==> src/rtl/video_raster_irq_if.sv <==
// ----------------------------------------------------------------------------
// video_raster_irq_if
//   CPU I/O bus used by the raster/interrupt block for line-compare writes,
//   interrupt acknowledge and status readback.
//
//   Signals
//     addr     CPU address (low byte selects the port, [9:8] the channel)
//     din      CPU write data
//     nIORQ    I/O request strobe, active-low
//     nWR      write strobe, active-low
//     dout     status byte returned by the raster block
//     dout_en  status byte is being read this cycle
//
//   Modports
//     master   CPU side: drives the strobes and data, receives the status
//     slave    raster block side
// ----------------------------------------------------------------------------
interface video_raster_irq_if;
  logic [15:0] addr;
  logic [7:0]  din;
  logic        nIORQ;
  logic        nWR;
  logic [7:0]  dout;
  logic        dout_en;

  modport master (output addr, din, nIORQ, nWR, input dout, dout_en);
  modport slave  (input addr, din, nIORQ, nWR, output dout, dout_en);
endinterface

==> src/rtl/video_raster_irq.sv <==
// ----------------------------------------------------------------------------
// video_raster_irq
//   Raster timing generator (H/V counters, blank/sync strobes, paper window,
//   flash phase) with INT_CH programmable line-interrupt channels and a frame
//   interrupt. Pending flags are sticky until acknowledged by the CPU or until
//   the counter reaches hc == INT_LEN on the same line.
//
//   Ports
//     clk_sys   master clock
//     reset     synchronous, active-high
//     ce_pix    pixel clock enable; every piece of state advances only on it
//     bus       CPU I/O bus (slave modport): compare writes, ack, status read
//     hc, vc    horizontal / vertical counters
//     HBlank, HSync, VBlank, VSync   registered timing strobes (1-ce lag)
//     paper     registered active-display window
//     flash     bit 4 of the frame counter
//     INT_line  OR of all line-interrupt pending flags
//     INT_frame frame-interrupt pending flag
// ----------------------------------------------------------------------------
module video_raster_irq #(
  parameter int unsigned H_TOTAL   = 384,
  parameter int unsigned V_TOTAL   = 312,
  parameter int unsigned HB_START  = 24,
  parameter int unsigned HS_START  = 40,
  parameter int unsigned HS_END    = 72,
  parameter int unsigned HB_END    = 104,
  parameter int unsigned VB_START  = 240,
  parameter int unsigned VS_START  = 244,
  parameter int unsigned VS_END    = 248,
  parameter int unsigned VB_END    = 264,
  parameter int unsigned PAPER_H   = 128,
  parameter int unsigned PAPER_V   = 192,
  parameter int unsigned INT_LEN   = 128,
  parameter int unsigned INT_CH    = 2,
  parameter int unsigned INTL_PORT = 249
) (
  input  logic                 clk_sys,
  input  logic                 reset,
  input  logic                 ce_pix,
  video_raster_irq_if.slave    bus,
  output logic [8:0]           hc,
  output logic [8:0]           vc,
  output logic                 HBlank,
  output logic                 HSync,
  output logic                 VBlank,
  output logic                 VSync,
  output logic                 paper,
  output logic                 flash,
  output logic                 INT_line,
  output logic                 INT_frame
);

  localparam logic [8:0] HC_LAST  = 9'(H_TOTAL - 1);
  localparam logic [8:0] VC_LAST  = 9'(V_TOTAL - 1);
  localparam logic [8:0] HB_SET   = 9'(HB_START);
  localparam logic [8:0] HB_CLR   = 9'(HB_END);
  localparam logic [8:0] HS_SET   = 9'(HS_START);
  localparam logic [8:0] HS_CLR   = 9'(HS_END);
  localparam logic [8:0] VB_SET   = 9'(VB_START);
  localparam logic [8:0] VB_CLR   = 9'(VB_END);
  localparam logic [8:0] VS_SET   = 9'(VS_START);
  localparam logic [8:0] VS_CLR   = 9'(VS_END);
  localparam logic [8:0] PAPER_HC = 9'(PAPER_H);
  localparam logic [8:0] PAPER_VC = 9'(PAPER_V);
  localparam logic [8:0] INT_END  = 9'(INT_LEN);
  localparam logic [7:0] PORT_CMP = 8'(INTL_PORT);
  localparam logic [7:0] PORT_ACK = 8'(INTL_PORT + 1);

  logic [8:0]        hc_q, hc_d;
  logic [8:0]        vc_q, vc_d;
  logic [4:0]        frame_cnt_q, frame_cnt_d;
  logic              hblank_q, hblank_d;
  logic              hsync_q, hsync_d;
  logic              vblank_q, vblank_d;
  logic              vsync_q, vsync_d;
  logic              paper_q, paper_d;
  logic              wr_q, wr_d;
  logic [7:0]        cmp_q [INT_CH];
  logic [7:0]        cmp_d [INT_CH];
  logic [INT_CH-1:0] line_pend_q, line_pend_d;
  logic              frame_pend_q, frame_pend_d;

  logic              wr_now;
  logic [INT_CH-1:0] line_set, line_clr;
  logic              frame_set, frame_clr;
  logic              unused_addr;

  assign unused_addr = ^bus.addr[15:10];

  // NOTE: every variable gets a default at the top of the block so no path
  // leaves it unassigned; otherwise synthesis infers a latch.
  always_comb begin
    wr_now       = ~bus.nIORQ & ~bus.nWR;
    hc_d         = hc_q;
    vc_d         = vc_q;
    frame_cnt_d  = frame_cnt_q;
    hblank_d     = hblank_q;
    hsync_d      = hsync_q;
    vblank_d     = vblank_q;
    vsync_d      = vsync_q;
    paper_d      = paper_q;
    wr_d         = wr_q;
    cmp_d        = cmp_q;
    line_set     = '0;
    line_clr     = '0;
    frame_set    = 1'b0;
    frame_clr    = 1'b0;
    line_pend_d  = line_pend_q;
    frame_pend_d = frame_pend_q;

    if (ce_pix) begin
      wr_d = wr_now;

      if (hc_q == HC_LAST) begin
        hc_d = '0;
        if (vc_q == VC_LAST) begin
          vc_d        = '0;
          frame_cnt_d = frame_cnt_q + 5'd1;
        end else begin
          vc_d = vc_q + 9'd1;
        end
      end else begin
        hc_d = hc_q + 9'd1;
      end

      // Clear is tested first so equal start/end parameters keep a strobe low.
      if (hc_q == HB_CLR)      hblank_d = 1'b0;
      else if (hc_q == HB_SET) hblank_d = 1'b1;

      if (hc_q == HS_CLR)      hsync_d = 1'b0;
      else if (hc_q == HS_SET) hsync_d = 1'b1;

      if (vc_q == VB_CLR && hc_q == HB_CLR)      vblank_d = 1'b0;
      else if (vc_q == VB_SET && hc_q == HB_SET) vblank_d = 1'b1;

      if (vc_q == VS_CLR && hc_q == '0)      vsync_d = 1'b0;
      else if (vc_q == VS_SET && hc_q == '0) vsync_d = 1'b1;

      paper_d = (hc_q >= PAPER_HC) && (vc_q < PAPER_VC);

      if (hc_q == INT_END) begin
        line_clr  = '1;
        frame_clr = 1'b1;
      end

      // Only the first ce of a bus cycle acts; a held strobe is ignored.
      if (wr_now && !wr_q) begin
        if (bus.addr[7:0] == PORT_CMP) begin
          for (int i = 0; i < int'(INT_CH); i++) begin
            if (bus.addr[9:8] == 2'(i)) cmp_d[i] = bus.din;
          end
        end
        if (bus.addr[7:0] == PORT_ACK) begin
          line_clr  = line_clr | bus.din[INT_CH-1:0];
          frame_clr = frame_clr | bus.din[7];
        end
      end

      // Compares at or beyond the paper height act as "disabled".
      for (int i = 0; i < int'(INT_CH); i++) begin
        line_set[i] = (hc_q == '0) && (vc_q == {1'b0, cmp_q[i]}) &&
                      ({1'b0, cmp_q[i]} < PAPER_VC);
      end
      frame_set = (hc_q == '0) && (vc_q == VS_SET);

      // A new event outranks an acknowledge or auto-clear on the same ce.
      line_pend_d  = (line_pend_q & ~line_clr) | line_set;
      frame_pend_d = (frame_pend_q & ~frame_clr) | frame_set;
    end
  end

  // NOTE: sequential state uses non-blocking assignments so every flop
  // samples the pre-edge value of every other flop.
  always_ff @(posedge clk_sys) begin
    if (reset) begin
      hc_q         <= '0;
      vc_q         <= '0;
      frame_cnt_q  <= '0;
      hblank_q     <= 1'b0;
      hsync_q      <= 1'b0;
      vblank_q     <= 1'b0;
      vsync_q      <= 1'b0;
      paper_q      <= 1'b0;
      // Tracking the bus during reset swallows a write already in flight.
      wr_q         <= wr_now;
      // NOTE: the compare array is small and must read back as disabled
      // after reset, so it is reset like ordinary flops rather than left
      // uninitialised as a RAM would be.
      cmp_q        <= '{default: 8'hFF};
      line_pend_q  <= '0;
      frame_pend_q <= 1'b0;
    end else begin
      hc_q         <= hc_d;
      vc_q         <= vc_d;
      frame_cnt_q  <= frame_cnt_d;
      hblank_q     <= hblank_d;
      hsync_q      <= hsync_d;
      vblank_q     <= vblank_d;
      vsync_q      <= vsync_d;
      paper_q      <= paper_d;
      wr_q         <= wr_d;
      cmp_q        <= cmp_d;
      line_pend_q  <= line_pend_d;
      frame_pend_q <= frame_pend_d;
    end
  end

  // Status byte is active-low: a 0 bit means the matching flag is pending.
  always_comb begin
    bus.dout = 8'hFF;
    for (int i = 0; i < int'(INT_CH); i++) begin
      bus.dout[i] = ~line_pend_q[i];
    end
    bus.dout[7] = ~frame_pend_q;
  end

  assign bus.dout_en = ~bus.nIORQ & bus.nWR & (bus.addr[7:0] == PORT_CMP);

  assign hc        = hc_q;
  assign vc        = vc_q;
  assign HBlank    = hblank_q;
  assign HSync     = hsync_q;
  assign VBlank    = vblank_q;
  assign VSync     = vsync_q;
  assign paper     = paper_q;
  assign flash     = frame_cnt_q[4];
  assign INT_line  = |line_pend_q;
  assign INT_frame = frame_pend_q;

endmodule

==> src/flat_wrapper.sv <==
// flat-port wrapper written by rule: the top's interface ports become plain ports
module video_raster_irq_flat 
#(
  parameter int unsigned H_TOTAL   = 384,
  parameter int unsigned V_TOTAL   = 312,
  parameter int unsigned HB_START  = 24,
  parameter int unsigned HS_START  = 40,
  parameter int unsigned HS_END    = 72,
  parameter int unsigned HB_END    = 104,
  parameter int unsigned VB_START  = 240,
  parameter int unsigned VS_START  = 244,
  parameter int unsigned VS_END    = 248,
  parameter int unsigned VB_END    = 264,
  parameter int unsigned PAPER_H   = 128,
  parameter int unsigned PAPER_V   = 192,
  parameter int unsigned INT_LEN   = 128,
  parameter int unsigned INT_CH    = 2,
  parameter int unsigned INTL_PORT = 249
)
  (clk_sys, reset, ce_pix, hc, vc, HBlank, HSync, VBlank, VSync, paper, flash, INT_line, INT_frame, bus_addr, bus_din, bus_nIORQ, bus_nWR, bus_dout, bus_dout_en);
  video_raster_irq_if bus_i ();
  input  logic clk_sys;
  input  logic reset;
  input  logic ce_pix;
  output logic [8:0] hc;
  output logic [8:0] vc;
  output logic HBlank;
  output logic HSync;
  output logic VBlank;
  output logic VSync;
  output logic paper;
  output logic flash;
  output logic INT_line;
  output logic INT_frame;
  input wire logic [$bits(bus_i.addr)-1:0] bus_addr;
  input wire logic [$bits(bus_i.din)-1:0] bus_din;
  input wire logic [$bits(bus_i.nIORQ)-1:0] bus_nIORQ;
  input wire logic [$bits(bus_i.nWR)-1:0] bus_nWR;
  output wire logic [$bits(bus_i.dout)-1:0] bus_dout;
  output wire logic [$bits(bus_i.dout_en)-1:0] bus_dout_en;
  assign bus_i.addr = bus_addr;
  assign bus_i.din = bus_din;
  assign bus_i.nIORQ = bus_nIORQ;
  assign bus_i.nWR = bus_nWR;
  assign bus_dout = bus_i.dout;
  assign bus_dout_en = bus_i.dout_en;
  video_raster_irq #(.H_TOTAL(H_TOTAL), .V_TOTAL(V_TOTAL), .HB_START(HB_START), .HS_START(HS_START), .HS_END(HS_END), .HB_END(HB_END), .VB_START(VB_START), .VS_START(VS_START), .VS_END(VS_END), .VB_END(VB_END), .PAPER_H(PAPER_H), .PAPER_V(PAPER_V), .INT_LEN(INT_LEN), .INT_CH(INT_CH), .INTL_PORT(INTL_PORT)) u_core (.clk_sys(clk_sys), .reset(reset), .ce_pix(ce_pix), .bus(bus_i), .hc(hc), .vc(vc), .HBlank(HBlank), .HSync(HSync), .VBlank(VBlank), .VSync(VSync), .paper(paper), .flash(flash), .INT_line(INT_line), .INT_frame(INT_frame));
endmodule
==> config.mk <==
export PLATFORM = sky130hd
export DESIGN_NAME = video_raster_irq_flat
export DESIGN_NICKNAME = d
export VERILOG_FILES = /design/src/rtl/video_raster_irq_if.sv /design/src/rtl/video_raster_irq.sv /design/src/flat_wrapper.sv
export SDC_FILE = /design/constraint.sdc
export NUM_CORES = 1
export LEC_CHECK = 0
export CAP_MARGIN = 15
export CORE_ASPECT_RATIO = 1.1
export CORE_UTILIZATION = 31
export DETAILED_ROUTE_END_ITERATION = 6
export SLEW_MARGIN = 20
export SYNTH_ARGS = -nofsm -noshare
export SYNTH_HDL_FRONTEND = slang
export SYNTH_SLANG_ARGS = --single-unit
export TNS_END_PERCENT = 100
==> constraint.sdc <==
create_clock -name clk_sys -period 3.9 [get_ports clk_sys]
set_input_delay 0.975 -clock clk_sys [delete_from_list [all_inputs] [get_ports clk_sys]]
set_output_delay 0.975 -clock clk_sys [all_outputs]
set_load 0.01 [all_outputs]
After elaboration in Yosys (flattened, before gate mapping):

Index checks and enable logic that the tools add are counted.

* bits in registers: 48
* input port bits: 29
* output and inout port bits: 35
* word-level logic and storage cells: 101

* add/subtract/negate cells: 3
* magnitude comparators: 4
* eq/ne operators: 16
* muxes and demuxes: 22
* bitwise operators: 16
* reduce and logical (&&, ||, !) cells: 27

Operators with widths (number)
* $eq A9 B8 Y1 const B: 4
* $eq A9 B9 Y1 const B: 3
* $add A9 B1 Y9 const B: 2
* $eq A9 B7 Y1 const B: 2
* $eq A9 B8 Y1: 2
* $mux W9: 2
* $eq A8 B8 Y1 const B: 2
* $lt A8 B8 Y1 const B: 2
* $mux W1: 15
* $logic_and A1 B1 Y1: 10
* $mux W2: 5
* $reduce_and A2 Y1: 5
* $reduce_bool A2 Y1: 5
* $eq A9 B5 Y1 const B: 1
* $eq A9 B6 Y1 const B: 1
* $ge A9 B8 Y1 const B: 1
* $logic_not A9 Y1: 1
* $lt A9 B8 Y1 const B: 1
* $reduce_and A4 Y1: 2
* $not A1 Y1: 6
* $add A5 B1 Y5 const B: 1
* $and A1 B1 Y1: 4
* $or A2 B2 Y2: 2
* $reduce_and A3 Y1: 1
* 7 further kinds: 8

Longest topological paths before layout:

* depth after elaboration: 10
* gate-level depth with buffers: 7
* mapped depth without buffers: 6

Least setup slack after synthesis:

OpenSTA, ideal clock, no wires.

* kind: input to output
* start: input port bus_addr[2]
* end: output port bus_dout_en
* arrival: 2.038 ns
* data required time: 2.925 ns
* path slack: 0.887 ns
* cell stages on the path: 3
* path buffers: 0
* cell sequence: nand4b_1 > or4b_1 > nor3b_1

* word-level cells in the longest chain between the ends: 2

RTL lines
* start, declared: line flat_wrapper.sv:35 `input wire logic [$bits(bus_i.addr)-1:0] bus_addr;`
* $eq A8 B8 Y1: line video_raster_irq.sv:217 `assign bus.dout_en = ~bus.nIORQ & bus.nWR & (bus.addr[7:0] == PORT_CMP);`
* $and A1 B1 Y1: line video_raster_irq.sv:217
* end, declared: line flat_wrapper.sv:40 `output wire logic [$bits(bus_i.dout_en)-1:0] bus_dout_en;`

No other way between the ends.

Worst setup path in the final report:

* start: input port bus_addr[5]
* end: output port bus_dout_en

Same word-level chain as after synthesis.

==> results.txt <==
----------------------------------------------------
[Clock network]
  Sink count of the clock tree ... 48
  Cell at the root of the clock tree ... sky130_fd_sc_hd__clkbuf_8
  Number of post-CTS setup repair buffers ... 0
  CTS Hold Buffers Added ... 0
  Level count of the clock H-tree ... 2
  Register clock-pin slew on the reported worst setup and hold paths ... 0.09 ns
  Post_cts resized ... 0
  TritonCTS clock tree ... yes
  Deepest clock path buffer count ... 2
  Clock latency on the worst-skew pair ... 0.30 ns
  Total clock buffers created by CTS ... 5

[Worst setup path]
  Crit path to ... bus_dout_en
  Worst setup path startpoint ... bus_addr[5]
  Buf/Inv on CP ... 2
  Highest fanout seen on the critical path ... 2
  Ordered cell list for the critical path ... clkdlybuf4s50_1 -> nand4b_1 -> or4b_1 -> nor3b_1 -> dlymetal6s2s_1
  Required time of the worst setup path ... 2.92 ns
  Setup crit end kind ... primary output
  Type of the setup path with the least slack ... input pin to primary output
  Arrival time reported for the critical path endpoint ... 2.51 ns
  Element type at the critical path start ... input pin
  Logic depth of the worst path, buffers included ... 5
  Flop-to-flop setup slack ... 1.62 ns
  Slowest stage delay, CP ... 0.52 ns
  Destination of the worst register-to-register timing path ... u_core.frame_cnt_q[3]$_SDFFE_PP0P_
  Master of the slowest instance on the critical path ... sky130_fd_sc_hd__or4b_1
  Launching point of the worst reg2reg path ... u_core.vc[0]$_SDFFE_PP0P_
  Reg2Reg Depth ... 5
  Kind of cell adding the most delay to the critical path ... simple AND/OR/NAND/NOR gates

[Routing]
  Count of vias placed by the detailed router ... 2278
  Routed len/inst ... 13.9 um
  Routed via count divided by cell count ... 5.01
  Post-detailed-route count of antenna-violating nets ... 0
  Number of remaining DRC errors ... 0
  First-pass iteration count of the detailed router ... 4
  Violation count after the first detailed-routing iteration ... 140
  Post-Route WL ... 6310 um

[Logic synthesis]
  Count of flip-flops with a built-in enable after synthesis ... 1
  Syn. warnings ... 0
  Synthesized area divided by synthesized cell count ... 8.51 um^2
  Portion of synthesized cell area occupied by the leading cell type ... 36.6%
  Synthesized area ... 0.00257 mm^2
  Sequential element share of the synthesized area ... 37.8%
  Synth async-reset ratio ... 0%
  Yosys top cell by area ... sky130_fd_sc_hd__dfxtp_1
  Synth top cells by count ... sky130_fd_sc_hd__dfxtp_1 (47), sky130_fd_sc_hd__nor2_1 (45), sky130_fd_sc_hd__mux2i_1 (19)
  Most common flop cell mapped by yosys ... sky130_fd_sc_hd__dfxtp_1
  Post-synthesis instance total ... 302
  Synth unique cells ... 48
  Cell types with the largest area share after synthesis ... sky130_fd_sc_hd__dfxtp_1 (37%), sky130_fd_sc_hd__mux2i_1 (7.4%), sky130_fd_sc_hd__nor2_1 (6.6%)
  Most repeated cell in the gate-level netlist after synthesis ... sky130_fd_sc_hd__dfxtp_1
  Seq cells post-synth ... 48

[Placement]
  HPWL after detailed placement ... 4760 um
  Count of input and output buffers ... 52
  Instance area after placement ... 0.00315 mm^2
  RePlAce Congestion ... 0.774

[Floorplanning]
  Total Die Area ... 0.00865 mm^2
  Number of ports placed on the die boundary ... 64
  Initial Util ... 32.3%
  Chip Width ... 88.8 um
  Cell row count ... 34
  Die outline height ... 97.5 um
  Core Area ... 0.00796 mm^2

[Final layout]
  Sequential standard cell area ... 971 um^2
  Cell area after layout ... 0.00328 mm^2
  Count of inserted antenna diode cells ... 0
  Total area of multi-input combinational cells ... 0.00142 mm^2
  Fraction of layout instances using a drive strength above 1 ... 4.61%
  Count of filler cells inserted in the layout ... 841
  Syn-to-layout area delta ... 27.7%
  Layout net count ... 380

[STA]
  Min Hold Slack ... 0.473 ns
  Worst relative slew slack ... 61.6%
  Number of max-slew violations in the final report ... 0
  Worst clock skew ... 0.00796 ns
  Fin. Hold Viols ... 0
  Setup repair after global routing missed its margin ... false
  Fin Setup TNS ... 0 ns
  Final Critical Period ... 3.48 ns
  Tightest Pin Transition ... 0.575 ns
  Portion of the clock cycle consumed by the worst path in the final layout ... 89.3%
  Maximum operating frequency ... 287 MHz
  Finish-stage setup viols ... 0

[GRT]
  Global-route wire length before repair ... 10100 um
  Antenna violations before repair ... 0
  Via count of the first global-routing pass ... 2079
  Total global routing track utilization ... 14.9%
  Remaining global-route overflow ... 0
  Pin count of the biggest net entering global routing ... 27

[Power]
  Power density cells ... 292 mW/mm^2
  Leakage dissipation ... 1.15 nW
  Worst supply voltage drop on vdd ... 0.000164 V

[Worst hold path]
  Worst hold path class ... flop to flop

[Job]
  Number of maximum-capacitance constraint violations ... 0

[Run status]
  Run status ... finished clean

----------------------------------------------------
==> per-stage QoR <==
step / power [mW] / utilization [%] / setup slack, ns / cells
3_3_place_gp: 0.577 / 39.6 / 0.114 / 447
5_1_grt: 0.991 / 41.2 / 0.310 / 455
4_1_cts: 0.969 / 41.2 / 0.000635 / 455
6_report: 0.957 / 41.2 / 0.418 / 455
3_5_place_dp: 0.578 / 39.6 / 0.000627 / 447
2_1_floorplan: 0.542 / - / 0.887 / 306
==> layer usage <==
layer	routed length [um]	vias up	GRT usage, %
met4	65	0	5.09
met5	0	-	0
met3	327	7	2.21
met2	2990	67	23.2
li1	-	1146	-
met1	2930	1058	20.8
==> cell families (layout without fill, tap and decap cells) <==
family,count (synthesis),after routing,synth area share (%)
and+or+nand+nor,125,125,26.2
DFF,48,48,37.8
buffers and inverters,42,83,7.70
AOI/OAI and AO/OA,35,35,9.06
xor gates and xnor gates,26,26,8.87
muxes,20,20,7.84
adders and majority gates,5,5,2.44
other,1,5,0.146
==> layout make-up <==
cell class,count,area share (%)
tap,108,4.12
multi-input combinational,216,43.2
sequential,48,29.6
clock inverter,1,0.916
timing repair buffer,58,17.3
inverter,17,1.95
clock buffer,7,2.94
==> power by group <==
| group | switching, mW | leakage, nW | total (mW) | internal, mW |
|---|---|---|---|---|
| registers | 0.00276 | 0.390 | 0.497 | 0.494 |
| logic | 0.0339 | 0.695 | 0.0686 | 0.0346 |
| clock network | 0.165 | 0.0645 | 0.392 | 0.226 |
| total | 0.202 | 1.15 | 0.957 | 0.755 |
==> worst min-delay path by stage <==
stage	startpoint	end	slack, ns	cells after the start
final	u_core.VSync$_SDFFE_PP0P_	u_core.VSync$_SDFFE_PP0P_	0.47	1
after global routing	u_core.VSync$_SDFFE_PP0P_	u_core.VSync$_SDFFE_PP0P_	0.49	1
after CTS	u_core.VSync$_SDFFE_PP0P_	u_core.VSync$_SDFFE_PP0P_	0.48	1
after detailed placement	u_core.VSync$_SDFFE_PP0P_	u_core.VSync$_SDFFE_PP0P_	0.46	1
after global placement	u_core.VSync$_SDFFE_PP0P_	u_core.VSync$_SDFFE_PP0P_	0.45	1
after floorplan	u_core.frame_cnt_q[1]$_SDFFE_PP0P_	u_core.frame_cnt_q[1]$_SDFFE_PP0P_	0.45	2
==> placed cells by master (no fill, tap or decap), types with 3 or more instances in the layout <==
cell type | Yosys | routed
sky130_fd_sc_hd__nor4_1 | 8 | 8
sky130_fd_sc_hd__nand3_1 | 10 | 10
sky130_fd_sc_hd__or4_1 | 6 | 6
sky130_fd_sc_hd__nor3b_1 | 3 | 3
sky130_fd_sc_hd__xnor2_1 | 9 | 9
sky130_fd_sc_hd__inv_1 | 17 | 17
sky130_fd_sc_hd__nor2_1 | 45 | 45
sky130_fd_sc_hd__nor3_1 | 12 | 12
sky130_fd_sc_hd__nand4_1 | 7 | 7
sky130_fd_sc_hd__o21ai_0 | 4 | 4
sky130_fd_sc_hd__a21oi_1 | 10 | 10
sky130_fd_sc_hd__buf_4 | 5 | 6
sky130_fd_sc_hd__nand2_1 | 12 | 12
sky130_fd_sc_hd__mux2i_1 | 19 | 19
sky130_fd_sc_hd__o31ai_1 | 7 | 7
sky130_fd_sc_hd__conb_1 | 1 | 5
sky130_fd_sc_hd__clkdlybuf4s50_1 | 0 | 51
sky130_fd_sc_hd__clkbuf_8 | 0 | 7
sky130_fd_sc_hd__xor2_1 | 17 | 17
sky130_fd_sc_hd__a2111oi_0 | 4 | 4
sky130_fd_sc_hd__and3_1 | 3 | 3
sky130_fd_sc_hd__dfxtp_1 | 47 | 47
sky130_fd_sc_hd__ha_1 | 5 | 5
==> sequential cells by signal (all words and copies together) (netlist names) <==
| name | flops |
|---|---|
| u_core.VBlank | 1 |
| u_core.HSync | 1 |
| u_core.paper | 1 |
| u_core.HBlank | 1 |
| u_core.VSync | 1 |
| u_core.vc | 9 |
| u_core.hc | 9 |
| u_core.frame_cnt_q | 5 |
| u_core.INT_frame | 1 |
| u_core.wr_q | 1 |
| u_core.cmp_q | 16 |
| u_core.line_pend_q | 2 |
==> worst reg2reg max path: cells and delay by family, from the launching register on <==
kind	cells	cell delay, ns
AOI/OAI and AO/OA	1	0.16
adders and majority gates	1	0.27
DFF	1	0.55
and+or+nand+nor	3	1.23
Note: power is estimated with default switching activity, not from simulation.
